## config.mk

```make
export PLATFORM = sky130hd
export DESIGN_NAME = gshare_branch_predictor
export DESIGN_NICKNAME = d
export VERILOG_FILES = /design/src/rtl/gshare_branch_predictor.sv
export SDC_FILE = /design/constraint.sdc
export NUM_CORES = 1
export LEC_CHECK = 0
export BUFFER_PORTS_ARGS = -buffer_cell sky130_fd_sc_hd__buf_4
export CAP_MARGIN = 20
export CORE_ASPECT_RATIO = 1.5
export CORE_MARGIN = 2
export CORE_UTILIZATION = 55
export CTS_BUF_LIST = sky130_fd_sc_hd__clkbuf_8
export CTS_CLUSTER_SIZE = 8
export DETAILED_ROUTE_END_ITERATION = 12
export PLACE_DENSITY_LB_ADDON = 0.15
export SYNTH_ARGS = -nofsm -noshare
export SYNTH_HDL_FRONTEND = slang
export SYNTH_SLANG_ARGS = --single-unit
```

## constraint.sdc

```tcl
create_clock -name i_saat -period 4.55 [get_ports i_saat]
set_input_delay 0.6825 -clock i_saat [delete_from_list [all_inputs] [get_ports i_saat]]
set_output_delay 0.6825 -clock i_saat [all_outputs]
set_load 0.02 [all_outputs]
```

## src/rtl/gshare_branch_predictor.sv

```systemverilog
// gshare_branch_predictor
//   Gshare conditional-branch predictor that sits beside fetch. The pattern
//   table is indexed by PC[INDEX_BITS+1:2] XOR global history. Each accepted
//   branch is pushed into an in-order queue until execute resolves it. A
//   resolve trains the counter of the oldest branch. A misprediction
//   restores the history from that entry and flushes every younger branch.
//
// Ports
//   i_saat            clock (rising edge)
//   i_reset           synchronous active-high reset
//   i_buyruk_gecerli  fetch word / PC valid
//   i_buyruk_sayaci   PC of fetched instruction
//   i_buyruk          fetched instruction word
//   o_buyruk_ongoru   prediction of last accepted branch (1 = taken)
//   o_ongoru_gecerli  one-cycle pulse: new prediction
//   i_sonuc_gecerli   oldest outstanding branch resolves this cycle
//   i_buyruk_atladi   actual outcome of that branch
//   o_ongoru_yanlis   one-cycle pulse: resolved branch was mispredicted
//   o_kuyruk_dolu     queue full; fetch must stall branches
module gshare_branch_predictor #(
  parameter int PHT_ENTRIES   = 64,
  parameter int GHR_WIDTH     = 6,
  parameter int COUNTER_WIDTH = 2,
  parameter int QUEUE_DEPTH   = 4
) (
  input  logic        i_saat,
  input  logic        i_reset,
  input  logic        i_buyruk_gecerli,
  input  logic [31:0] i_buyruk_sayaci,
  input  logic [31:0] i_buyruk,
  output logic        o_buyruk_ongoru,
  output logic        o_ongoru_gecerli,
  input  logic        i_sonuc_gecerli,
  input  logic        i_buyruk_atladi,
  output logic        o_ongoru_yanlis,
  output logic        o_kuyruk_dolu
);

  localparam int INDEX_BITS = $clog2(PHT_ENTRIES);
  localparam int PTR_BITS   = $clog2(QUEUE_DEPTH);
  localparam int CNT_BITS   = PTR_BITS + 1;
  localparam logic [CNT_BITS-1:0]      FULL_CNT = CNT_BITS'(QUEUE_DEPTH);
  localparam logic [COUNTER_WIDTH-1:0] CTR_INIT = {1'b0, {(COUNTER_WIDTH-1){1'b1}}};
  localparam logic [COUNTER_WIDTH-1:0] CTR_MAX  = '1;

  function automatic logic [COUNTER_WIDTH-1:0] sat_update(
    input logic [COUNTER_WIDTH-1:0] c, input logic taken);
    if (taken) return (c == CTR_MAX) ? c : c + COUNTER_WIDTH'(1);
    else       return (c == '0)      ? c : c - COUNTER_WIDTH'(1);
  endfunction

  function automatic logic [GHR_WIDTH-1:0] shift_in(
    input logic [GHR_WIDTH-1:0] g, input logic b);
    return (g << 1) | GHR_WIDTH'(b);
  endfunction

  logic [COUNTER_WIDTH-1:0] pht_q [PHT_ENTRIES];
  logic [COUNTER_WIDTH-1:0] pht_d [PHT_ENTRIES];
  logic [GHR_WIDTH-1:0]     ghr_q, ghr_d;
  logic [INDEX_BITS-1:0]    q_idx_q  [QUEUE_DEPTH];
  logic [INDEX_BITS-1:0]    q_idx_d  [QUEUE_DEPTH];
  logic                     q_pred_q [QUEUE_DEPTH];
  logic                     q_pred_d [QUEUE_DEPTH];
  logic [GHR_WIDTH-1:0]     q_ghr_q  [QUEUE_DEPTH];
  logic [GHR_WIDTH-1:0]     q_ghr_d  [QUEUE_DEPTH];
  logic [PTR_BITS-1:0]      head_q, head_d, tail_q, tail_d;
  logic [CNT_BITS-1:0]      count_q, count_d;
  logic                     pred_q, pred_d;
  logic                     pred_vld_q, pred_vld_d;
  logic                     mispred_q, mispred_d;

  logic                  is_branch, q_empty, q_full, resolve, mispredict, accept;
  logic [INDEX_BITS-1:0] lookup_idx;
  logic                  lookup_pred;

  logic unused_bits;
  assign unused_bits = ^{i_buyruk[31:7], i_buyruk_sayaci[31:INDEX_BITS+2],
                         i_buyruk_sayaci[1:0]};

  // Lookup / resolve decode
  always_comb begin
    is_branch   = i_buyruk_gecerli && (i_buyruk[6:0] == 7'b1100011);
    q_empty     = (count_q == '0);
    q_full      = (count_q == FULL_CNT);
    resolve     = i_sonuc_gecerli && !q_empty;
    mispredict  = resolve && (i_buyruk_atladi != q_pred_q[head_q]);
    lookup_idx  = i_buyruk_sayaci[INDEX_BITS+1:2] ^ INDEX_BITS'(ghr_q);
    // Reads the pre-update counter even if this cycle's resolve trains it.
    lookup_pred = pht_q[lookup_idx][COUNTER_WIDTH-1];
    // A correct resolve frees its slot, so a full queue can still accept.
    accept      = is_branch && !mispredict && (!q_full || resolve);
  end

  // Next-state
  always_comb begin
    pht_d    = pht_q;
    ghr_d    = ghr_q;
    q_idx_d  = q_idx_q;
    q_pred_d = q_pred_q;
    q_ghr_d  = q_ghr_q;
    head_d   = head_q + PTR_BITS'(resolve);
    tail_d   = tail_q + PTR_BITS'(accept);
    count_d  = count_q + CNT_BITS'(accept) - CNT_BITS'(resolve);
    pred_d   = accept ? lookup_pred : pred_q;
    pred_vld_d = accept;
    mispred_d  = mispredict;

    if (resolve)
      pht_d[q_idx_q[head_q]] = sat_update(pht_q[q_idx_q[head_q]], i_buyruk_atladi);

    if (accept) begin
      q_idx_d[tail_q]  = lookup_idx;
      q_pred_d[tail_q] = lookup_pred;
      q_ghr_d[tail_q]  = ghr_q;
      ghr_d            = shift_in(ghr_q, lookup_pred);
    end

    if (mispredict) begin
      ghr_d   = shift_in(q_ghr_q[head_q], i_buyruk_atladi);
      head_d  = '0;
      tail_d  = '0;
      count_d = '0;
    end
  end

  // Control state and pattern table
  always_ff @(posedge i_saat) begin
    if (i_reset) begin
      for (int i = 0; i < PHT_ENTRIES; i++) pht_q[i] <= CTR_INIT;
      ghr_q      <= '0;
      head_q     <= '0;
      tail_q     <= '0;
      count_q    <= '0;
      pred_q     <= 1'b0;
      pred_vld_q <= 1'b0;
      mispred_q  <= 1'b0;
    end else begin
      pht_q      <= pht_d;
      ghr_q      <= ghr_d;
      head_q     <= head_d;
      tail_q     <= tail_d;
      count_q    <= count_d;
      pred_q     <= pred_d;
      pred_vld_q <= pred_vld_d;
      mispred_q  <= mispred_d;
    end
  end

  // Queue payload; occupancy alone decides which slots are live.
  always_ff @(posedge i_saat) begin
    q_idx_q  <= q_idx_d;
    q_pred_q <= q_pred_d;
    q_ghr_q  <= q_ghr_d;
  end

  assign o_buyruk_ongoru  = pred_q;
  assign o_ongoru_gecerli = pred_vld_q;
  assign o_ongoru_yanlis  = mispred_q;
  assign o_kuyruk_dolu    = (count_q == FULL_CNT);

endmodule

```

# Word level (Yosys, flattened, before mapping)
# Cells that the tools add are included.
[classes]
muxes = 31
mul = 0
n_eq_ne = 4
reduce_logical = 15
n_bitwise = 7
shift = 0
magnitude_cmp = 6
n_addsub = 6
div_mod_pow = 0
[op_table]
columns = ["operator", "count"]
rows = [
  ["128-bit bitwise mux", 1],
  ["24-bit bitwise mux", 2],
  ["6-bit two-way mux", 5],
  ["2-bit binary-select mux with 6-bit select", 2],
  ["6-bit binary-select mux with 2-bit select", 2],
  ["2-bit two-way mux", 9],
  ["7-bit >= comparator (second input constant)", 2],
  ["6-bit NOT with 7-bit output", 2],
  ["2-bit demux with 6-bit select", 1],
  ["6-bit demux with 2-bit select", 1],
  ["6-bit by 1-bit bitwise OR with 6-bit output", 2],
  ["5-bit two-way mux", 2],
  ["7-bit equality test (second input constant)", 1],
  ["1-bit logical AND", 7],
  ["7-bit by 1-bit < comparator with 1-bit output (second input constant)", 1],
  ["3-bit >= comparator (second input constant)", 2],
  ["2-bit NOT with 3-bit output", 2],
  ["6-bit bitwise XOR", 1],
  ["2-bit by 1-bit adder with 2-bit output", 2],
  ["4-bit bitwise mux", 1],
  ["3-bit by 1-bit adder with 3-bit output", 1],
  ["3-bit equality test (second input constant)", 1],
  ["1-bit logical NOT", 3],
  ["3-bit logical NOT", 1],
  ["13 further kinds", 15],
]
[totals]
mem_count = 0
elab_cells = 152
mem_bits_rw = 0
latch_bits = 0
output_inout_bits = 4
in_bits = 69
mem_bits_ro = 0
regBits = 196

# Longest topological paths before layout
# Gate-level depths: netlist (run 1).
[depth]
depth_word = 13
mapped_depth = 16

# Least setup slack after synthesis (run 1)
# No wires, ideal clock.
[synth_timing]
kind = "input to register"
start = "in i_buyruk_sayaci[2]"
end = "reg ghr_q[0]"
required_ns = 4.412
n_path_buf = 1
stages = 7
arrival_ns = 3.516
setup_slack_ns = 0.896
path_cell_list = "xnor2_1 buf_2 mux4_2 mux4_2 mux4_2 mux2i_1 a211oi_1"
[synth_between]
elab_chain_cells = 8
[synth_rtl]
columns = ["item", "line", "source"]
rows = [
  ["start, declared", "29", "input logic [31:0] i_buyruk_sayaci,"],
  ["6-bit bitwise XOR", "87", "lookup_idx = i_buyruk_sayaci[INDEX_BITS+1:2] ^ INDEX_BITS'(ghr_q);"],
  ["6-bit NOT with 7-bit output (not written as such)", "89", "lookup_pred = pht_q[lookup_idx][COUNTER_WIDTH-1];"],
  ["2-bit binary-select mux with 6-bit select", "89", ""],
  ["2-bit two-way mux (not written as such) (2 in a row)", "89", ""],
  ["net lookup_pred", "74", "logic lookup_pred;"],
  ["6-bit by 1-bit bitwise OR with 6-bit output", "54", "return (g << 1) | GHR_WIDTH'(b);"],
  ["6-bit two-way mux", "111", "if (accept) begin"],
  ["6-bit two-way mux", "118", "if (mispredict) begin"],
  ["end signal, assigned", "139", "ghr_q <= ghr_d;"],
  ["end, declared", "59", "logic [GHR_WIDTH-1:0] ghr_q, ghr_d;"],
]
# The timed path passes the listed nets, and every way through them passes these cells. The select of a mux whose other input is x is not followed.
# A chain may end at the register's enable or synchronous reset.

# Worst setup path after layout (run 1)
[layout_timing]
start = "reg head_q[0]"
end = "reg pht_q[2] (netlist bit)"
[layout_between]
elab_chain_cells = 13
word_cells_on_any_way = 22
[layout_rtl]
columns = ["item", "line", "source"]
rows = [
  ["start, declared", "66", "logic [PTR_BITS-1:0] head_q, head_d, tail_q, tail_d;"],
  ["start signal, assigned", "131", "head_q <= '0;"],
  ["start signal, assigned", "140", "head_q <= head_d;"],
  ["2-bit NOT with 3-bit output (not written as such) *", "109", "pht_d[q_idx_q[head_q]] = sat_update(pht_q[q_idx_q[head_q]], i_buyruk_atladi);"],
  ["6-bit binary-select mux with 2-bit select *", "109", ""],
  ["6-bit two-way mux (not written as such) * (2 in a row)", "109", ""],
  ["6-bit NOT with 7-bit output (not written as such) *", "109", ""],
  ["2-bit binary-select mux with 6-bit select", "109", ""],
  ["2-bit two-way mux (not written as such) (2 in a row)", "109", ""],
  ["2-bit by 1-bit subtractor with 2-bit output, or another cell as far along", "49", "else return (c == '0) ? c : c - COUNTER_WIDTH'(1);"],
  ["2-bit two-way mux (on tied branches)", "49, 48", ""],
  ["2-bit two-way mux", "48", "if (taken) return (c == CTR_MAX) ? c : c + COUNTER_WIDTH'(1);"],
  ["2-bit two-way mux", "108", "if (resolve)"],
  ["128-bit bitwise mux *", "109", ""],
  ["end signal, assigned", "138", "pht_q <= pht_d;"],
  ["end, declared", "57", "logic [COUNTER_WIDTH-1:0] pht_q [PHT_ENTRIES];"],
]
# Every way passes the cells marked *; elsewhere a longest branch is shown, timed or not. The select of a mux whose other input is x is not followed.

==> results of run 1 <==
==> cell type report <==
cell class	instances	area share (%)
clock inverter	15	1.64
sequential	192	38.3
timing repair buffer	54	4.07
inverter	10	0.333
clock buffer	17	2.08
multi-input combinational	680	50.7
tap	256	2.84
==> report_power, final <==
part	leakage, nW	internal [mW]	switching (mW)
Combinational	1.65	0.612	1.47
Sequential	1.60	1.82	0.0692
Clock	0.213	0.551	0.655
Total	3.46	2.99	2.19
==> flip-flops by register name, indices dropped and copies added (netlist names) <==
signal,flops
pht_q,128
q_idx_q,24
q_ghr_q,20
ghr_q,6
q_pred_q,4
count_q,3
head_q,2
tail_q,2
o_buyruk_ongoru,1
o_ongoru_gecerli,1
o_ongoru_yanlis,1
==> worst paths after layout <==
check | from | slack, ns | cells after the start | to
max reg2reg | head_q[0] | 0.26 | 11 | pht_q[2]
min | o_buyruk_ongoru | 0.46 | 2 | o_buyruk_ongoru
min reg2reg | o_buyruk_ongoru | 0.46 | 2 | o_buyruk_ongoru
max | head_q[0] | 0.26 | 11 | pht_q[2]
==> metal layers <==
layer  up-vias  GRT usage (%)
met1      3860           32.8
met5         -              0
met3        64           5.19
met4         0           13.4
met2       239           47.2
li1       3618              -
==> cells in the mapped netlist, drive strengths merged, types with 4 or more instances <==
cell type    n  area [sq um]
nor3b        5          37.5
edfxtp      48          1440
o22ai       12          81.3
mux2        11           128
xnor2        7          61.3
clkbuf      46           173
mux2i       37           370
inv         10          37.5
o21ai        8          40.0
nand2       37           155
a21oi       68          1020
or2          4          25.0
dfxtp      144          2880
a311oi      65           945
a31oi        6          37.5
a211oi      11          82.6
nand2b       5          31.3
nor3       142           711
xor2         4          35.0
mux4        35           788
nor2       153           574
nor2b        6          37.5
nand3       10          55.1
and2         6          37.5
buf         46           478
==> worst reg2reg max path: stages (launching register included) <==
cell      delay, ns
dfxtp_1        0.58
mux4_2         0.88
buf_4          0.34
nand2_8        0.12
o221ai_1       0.13
a22o_1         0.25
a211oi_1       0.38
nand4_1        0.23
inv_1          0.12
maj3_4         0.53
buf_4          0.48
a21oi_1        0.15
==> metrics by stage <==
step	cells	hold WS, ns	worst slack, ns	power [mW]
global placement	1192	0.448	0.349	3.99
global route	1224	0.493	0.0823	5.40
detailed placement	1192	0.449	0.305	4.00
finish	1224	0.462	0.260	5.18
CTS	1224	0.463	0.270	5.20
floorplan	974	0.471	0.896	3.75
==> cell families (layout without fill, tap and decap cells) <==
logic type	after synthesis	in the layout	synth area share, %
XOR/XNOR	11	11	0.901
adder cells (fa/ha/maj)	5	5	0.644
multiplexers	83	83	12.0
flip-flops	192	192	40.4
buffers and inverters	102	96	6.44
AO/OA/AOI/OAI	196	196	22.7
AND/OR/NAND/NOR	385	385	16.8
==> impl_metrics.tcl, run 1 <==
set metrics [dict create \
    drtIter0Drc 612 \
    drive_gt1_share_pct 27.5 \
    cpLargestDelayFamily "buffers and inverters" \
    port-buffer-count 21 \
    tritoncts "built" \
    startpoint_type "flip-flop" \
    die_y_um 175 \
    grt_pass1_wl_um 43500 \
    syn_inst 974 \
    fillers 1634 \
    wl_met2_um 14000 \
    grt_pass1_vias 7818 \
    crit_top_cell "buf_4" \
    drtAntennaViolNets 0 \
    critical_path.max_stage_delay_ns 0.88 \
    fin_area_sq_mm 0.0113 \
    area_growth_pct 5.48 \
    critPathMaxFanout 23 \
    power_density_mw_per_mm2 459 \
    rows 62 \
    fin_setup_tns_ns 0 \
    gr-usage-all-layers_pct 27.4 \
    ir_drop_v 0.000465 \
    cap_violations 0 \
    clockBufferDepth 2 \
    async_reset_ff_share_pct 0 \
    power_leakage_nw 3.46 \
    crit_chain "mux4_2 -> buf_4 -> nand2_8 -> o221ai_1 -> a22o_1 -> a211oi_1 -> nand4_1 -> inv_1 -> maj3_4 -> buf_4 -> a21oi_1" \
    cp.required_ns 4.94 \
    cp.arrival_ns 4.68 \
    synth_cell_type_count 65 \
    setup_viol 0 \
    cts_buffers 17 \
    grt.overflow.total 0 \
    clkLatencyLatePin_ns 0.52 \
    htree_levels 4 \
    via_count 7781 \
    via_per_inst 6.36 \
    synthesis.nets 1047 \
    min_path_type "flip-flop to flip-flop" \
    crit_slowest_cell "mux4_2" \
    synth_edf_count 48 \
    status "completed" \
    synthFlopType "dfxtp_1" \
    layout_common_cells "153 x nor2_1, 144 x dfxtp_1, 141 x nor3_1, 60 x a21oi_4, 60 x a311oi_2" \
    finClkSkew_ns 0.0181 \
    multi_input_area_sq_mm 0.00572 \
    clk_pin_slew_worst_paths_ns 0.11 \
    top_layer "met4" \
    core_area_sq_mm 0.0191 \
    synth-seq-cells 192 \
    die_area_sq_mm 0.0206 \
    worstMarginPinSlew_ns 1.10 \
    synthesis.yosys.warnings 0 \
    finalWeightedCongestion 0.874 \
    clock-sinks 192 \
    cts_setup_buffers 0 \
    final_common_cell "nor2_1" \
    start_util_pct 56.0 \
    routed_wl_um 27000 \
    relSlewSlack_pct 26.9 \
    grt_antenna_before_repair 0 \
    postCtsHoldBufs 0 \
    nNetsFinal 1028 \
    rsz0062_at_grt "no" \
    grt_max_degree 105 \
    io_pins 73 \
    post-route-util_pct 59.1 \
    hold_viol_final 0 \
    wl_met3_um 1400 \
    worstSetupPathType "flip-flop to flip-flop" \
    post_drt_wl_per_cell_um 22.1 \
    remaining_drc_errors 0 \
    crit_buf_inv 3 \
    final-seq-area_sq_mm 0.00432 \
    period_share_pct 94.3 \
    ys_seq_area_share_pct 40.4 \
    wl_met1_um 10600 \
    endpoint_kind "flip-flop" \
    dpl.hpwl_um 18000 \
    syn-cell-area_sq_mm 0.0107 \
    dpl_cell_area_sq_mm 0.0109 \
    fp.dieW_um 118 \
    first_pass_iters 5 \
    fmax_mhz 233 \
    root_buffer "clkbuf_8" \
    num_antenna_cells 0 \
    min_period_ns 4.29 \
    maxSlewViolCount 0 \
    synth_area_per_cell_sq_um 11.0 \
    ctsResizeCount 0 \
]
No activity file was read; power rests on OpenSTA's default activity.
==> run 2: changes to the inputs <==
--- a/config.mk
+++ b/config.mk
@@ -9,5 +9,5 @@
 export CAP_MARGIN = 20
 export CORE_ASPECT_RATIO = 1.5
-export CORE_MARGIN = 2
+export CORE_MARGIN = 1
 export CORE_UTILIZATION = 55
 export CTS_BUF_LIST = sky130_fd_sc_hd__clkbuf_8
==> constraint.sdc (replaced) <==
create_clock -name i_saat -period 4.55 [get_ports i_saat]
set_input_delay 0.91 -clock i_saat [delete_from_list [all_inputs] [get_ports i_saat]]
set_output_delay 0.91 -clock i_saat [all_outputs]
set_load 0.02 [all_outputs]
==> run 2 against run 1 <==
Die area is 2.8% lower. Routed wire length is 0.33% lower. Critical path depth stayed put. Largest power group unchanged. Clock power is 13% lower.
==> impl_metrics.tcl, run 2 (synthesis gave the netlist of run 1 again) <==
set metrics [dict create \
    status "completed" \
    tritoncts "built" \
    startpoint_type "flip-flop" \
    cts_buffers 17 \
    drive_gt1_share_pct 27.5 \
    min_period_ns 4.15 \
    grt_max_degree 84 \
    endpoint_kind "flip-flop" \
    power_density_mw_per_mm2 452 \
    period_share_pct 91.3 \
    relSlewSlack_pct 25.9 \
    final_common_cell "nor2_1" \
    finClkSkew_ns 0.0169 \
    via_count 7789 \
    first_pass_iters 5 \
    core_area_sq_mm 0.0191 \
    total_power_mw 5.09 \
    grt_pass1_vias 7805 \
    num_antenna_cells 0 \
    rsz0062_at_grt "no" \
    cp.required_ns 4.91 \
    post-route-util_pct 59.0 \
    start_util_pct 56.0 \
    maxSlewViolCount 0 \
    grt.overflow.total 0 \
    postCtsHoldBufs 0 \
    via_per_inst 6.35 \
    routed_wl_um 27000 \
    post_drt_wl_per_cell_um 22.0 \
    r2r_slack_ns 0.40 \
    top_register "pht_q" \
    hp-start "o_buyruk_ongoru" \
    root_buffer "clkbuf_8" \
    dpl_cell_area_sq_mm 0.0109 \
    hold_viol_final 0 \
    die_area_sq_mm 0.0200 \
    r2r_cells 11 \
    area_growth_pct 5.32 \
    worstMarginPinSlew_ns 1.11 \
    power_leakage_nw 3.46 \
    worstReg2RegStart "head_q[0]" \
    min_path_type "flip-flop to flip-flop" \
    layout_common_cells "153 x nor2_1, 144 x dfxtp_1, 141 x nor3_1, 60 x a21oi_4, 60 x a311oi_2" \
    cap_violations 0 \
    fin_area_sq_mm 0.0113 \
    cp.arrival_ns 4.51 \
    rows 62 \
    fp.dieW_um 116 \
    htree_levels 4 \
    remaining_drc_errors 0 \
    whs_endpoint "o_buyruk_ongoru" \
    critPathMaxFanout 26 \
    r2r-end "pht_q[2]" \
    port-buffer-count 21 \
    nNetsFinal 1031 \
    drtIter0Drc 598 \
    clock-sinks 192 \
    setup_viol 0 \
    ctsResizeCount 0 \
    fmax_mhz 241 \
    finalWeightedCongestion 0.838 \
    worstSetupPathType "flip-flop to flip-flop" \
    clkLatencyLatePin_ns 0.48 \
    dpl.hpwl_um 17800 \
    grt_antenna_before_repair 1 \
    die_y_um 173 \
    cts_setup_buffers 0 \
    clockBufferDepth 2 \
    fin_setup_tns_ns 0 \
    hold_depth 2 \
    top_regs "pht_q x128, q_idx_q x24, q_ghr_q x20" \
    largest_register_ffs 128 \
    grt_pass1_wl_um 42900 \
    io_pins 73 \
    drtAntennaViolNets 0 \
    ir_drop_v 0.000464 \
    clk_pin_slew_worst_paths_ns 0.10 \
    gr-usage-all-layers_pct 28.4 \
]
==> run 2: critical path, cell delays in order, from the launching register on <==
cell and delay, ns:
dfxtp_1 0.46, mux4_2 0.84, buf_4 0.30, mux2i_1 0.14, mux2i_1 0.29, o32ai_1 0.14, nor4_1 0.51, nand4_1 0.25
inv_1 0.13, maj3_4 0.54, buf_12 0.30, a21oi_1 0.10
==> run 2: per-layer routing <==
metal	vias to the layer above	global-route usage, %	routed length (um)
met5	-	0	0
met4	0	14.8	1160
met3	77	4.77	1290
met2	275	48.8	14000
met1	3811	33.4	10500
li1	3626	-	-
==> run 2: final cells by class <==
class,count,area [sq um]
clock buffer,17,234
tap,256,320
multi-input combinational,680,5720
clock inverter,15,121
inverter,10,37.5
sequential,192,4320
timing repair buffer,57,507
fill,1639,7820
==> run 2: worst max path at each step <==
stage | start | endpoint | slack, ns | cells past startpoint
finish | head_q[0] | pht_q[2] | 0.40 | 11
global route | head_q[0] | pht_q[0] | 0.1 | 10
CTS | head_q[0] | pht_q[2] | 0.39 | 11
detailed placement | head_q[0] | pht_q[2] | 0.42 | 11
global placement | head_q[0] | pht_q[1] | 0.45 | 10
floorplan | i_buyruk_sayaci[2] | ghr_q[0] | 0.67 | 7
==> run 2: per-stage QoR <==
| step | setup WS, ns | std cells | hold WS, ns |
|---|---|---|---|
| after floorplan | 0.669 | 974 | 0.471 |
| after CTS | 0.389 | 1227 | 0.478 |
| after detailed placement | 0.421 | 1195 | 0.463 |
| after global placement | 0.452 | 1195 | 0.449 |
| final | 0.397 | 1227 | 0.471 |
| after global routing | 0.0975 | 1227 | 0.484 |
==> run 2: power breakdown <==
| group | total [mW] | internal, mW | leakage (nW) | switching, mW |
|---|---|---|---|---|
| Clock | 1.05 | 0.431 | 0.186 | 0.623 |
| Sequential | 1.88 | 1.82 | 1.60 | 0.0608 |
| Combinational | 2.15 | 0.658 | 1.67 | 1.49 |
==> run 3: changes to the inputs <==
- RECOVER_POWER: unset -> 100
==> run 3 against run 2 <==
The flow now finishes with violations (capacitance limit, slew limit). Register-to-register slack better by 0.06 ns. Maximum frequency up 1.5%. Non-clock buffer count unchanged. Cell area is 8.0% lower. Sequential cell count unchanged. First-iteration DRC count grew 3.2%. Clock power barely moved. Largest cell class unchanged.
==> impl_metrics.tcl, run 3 (synthesis gave the netlist of run 1 again) <==
set metrics [dict create \
    drtAntennaViolNets 0 \
    whs_ns 0.468 \
    min_path_type "flip-flop to flip-flop" \
    clkLatencyLatePin_ns 0.48 \
    fillers 1801 \
    area_growth_pct -3.11 \
    largest_register_ffs 128 \
    min_period_ns 4.09 \
    cp.arrival_ns 4.44 \
    status "finished, violations left" \
    swShare_pct 40.6 \
    final_common_cell "nor2_1" \
    grt_antenna_before_repair 1 \
    nNetsFinal 1031 \
    place_ws_ns 0.421 \
    post-route-util_pct 54.3 \
    fmax_mhz 244 \
    clk_pin_slew_worst_paths_ns 0.10 \
    clockBufferDepth 2 \
    postCtsHoldBufs 0 \
    ctsResizeCount 0 \
    start_util_pct 56.0 \
    setup_viol 0 \
    finClkSkew_ns 0.0161 \
    finalWeightedCongestion 0.838 \
    num_antenna_cells 0 \
    r2r_slack_ns 0.46 \
    violations "capacitance limit, slew limit" \
    grt_pass1_wl_um 42900 \
    routed_wl_um 27200 \
    cp.required_ns 4.90 \
    grt.overflow.total 0 \
    period_share_pct 89.9 \
    dpl.hpwl_um 17800 \
    power_density_mw_per_mm2 462 \
    p_comb_share_pct 38.5 \
    critPathMaxFanout 26 \
    power_leakage_nw 3.23 \
    gr-usage-all-layers_pct 28.4 \
    relSlewSlack_pct -8.79 \
    rsz0062_at_grt "no" \
    port-buffer-count 21 \
    grt_max_degree 84 \
    worstMarginPinSlew_ns 1.63 \
    startpoint_type "flip-flop" \
    multi_input_area_sq_mm 0.00487 \
    maxSlewViolCount 18 \
    via_count 7766 \
    hold_viol_final 0 \
    cts_setup_buffers 0 \
    via_per_inst 6.33 \
    layout.cells.non_filler 1227 \
    final-seq-area_sq_mm 0.00432 \
    top_register "pht_q" \
    rows 62 \
    die_y_um 173 \
    tritoncts "built" \
    htree_levels 4 \
    endpoint_kind "flip-flop" \
    pwr-share-clk_pct 22.1 \
    drive_gt1_share_pct 16.0 \
    p_seq_share_pct 39.4 \
    post_drt_wl_per_cell_um 22.2 \
    cap_violations 1 \
    netSwitchingPower_mw 1.94 \
    clock-sinks 192 \
    fp.dieW_um 116 \
    dp_cells 1195 \
    grt_pass1_vias 7805 \
    drtIter0Drc 617 \
    worstSetupPathType "flip-flop to flip-flop" \
    io_pins 73 \
    remaining_drc_errors 0 \
    ir_drop_v 0.000335 \
    p_int_mw 2.84 \
    worst_slack_ns 0.458 \
    first_pass_iters 5 \
    fin_setup_tns_ns 0 \
    layout_common_cells "153 x nor2_1, 144 x dfxtp_1, 142 x nor3_1, 59 x a311oi_1, 52 x a21oi_1" \
    die_area_sq_mm 0.0200 \
    core_area_sq_mm 0.0191 \
    top_regs "pht_q x128, q_idx_q x24, q_ghr_q x20" \
    root_buffer "clkbuf_8" \
    cts_buffers 17 \
]
==> run 3: power groups by stage <==
stage	sequential [mW]	clock (mW)	combinational, mW
floorplan	1.90	0	1.85
global placement	1.92	0	2.14
detailed placement	1.92	0	2.15
CTS	1.89	1.08	2.15
global route	1.89	1.14	1.95
finish	1.88	1.05	1.84
==> run 3: layout make-up <==
cell class | instances | share of cell area [%]
Multi-Input combinational cell | 680 | 47.0
Sequential cell | 192 | 41.7
Timing Repair Buffer | 57 | 4.32
Tap cell | 256 | 3.09
Clock buffer | 17 | 2.26
Clock inverter | 15 | 1.17
Inverter | 10 | 0.362
==> run 3: critical path: stages, from the launching register on <==
cell and delay (ns):
dfxtp_1 0.46, mux4_2 0.84, buf_4 0.30, mux2i_1 0.13
mux2i_1 0.29, o32ai_1 0.14, nor4_1 0.54, nand4_1 0.26
inv_1 0.14, maj3_4 0.43, buf_6 0.30, a21oi_1 0.10
==> run 3: final timing paths <==
path,start,cells after the start,endpoint
worst max-delay path,head_q[0],11,pht_q[50]
worst min-delay path,o_buyruk_ongoru,2,o_buyruk_ongoru
worst max register to register,head_q[0],11,pht_q[50]
worst min register to register,o_buyruk_ongoru,2,o_buyruk_ongoru
==> run 3: through the flow <==
stage,area [sq um],power [mW]
after floorplan,10700,3.75
after global placement,10900,4.06
after detailed placement,10900,4.07
after CTS,11300,5.11
after global routing,10400,4.98
final,10400,4.78
==> run 3: routing by layer <==
layer	vias up	track usage (%)	share of wire [%]
li1	3628	-	-
met1	3815	33.4	39
met2	253	48.8	52
met3	70	4.77	5.0
met4	0	14.8	4.0
met5	-	0	0
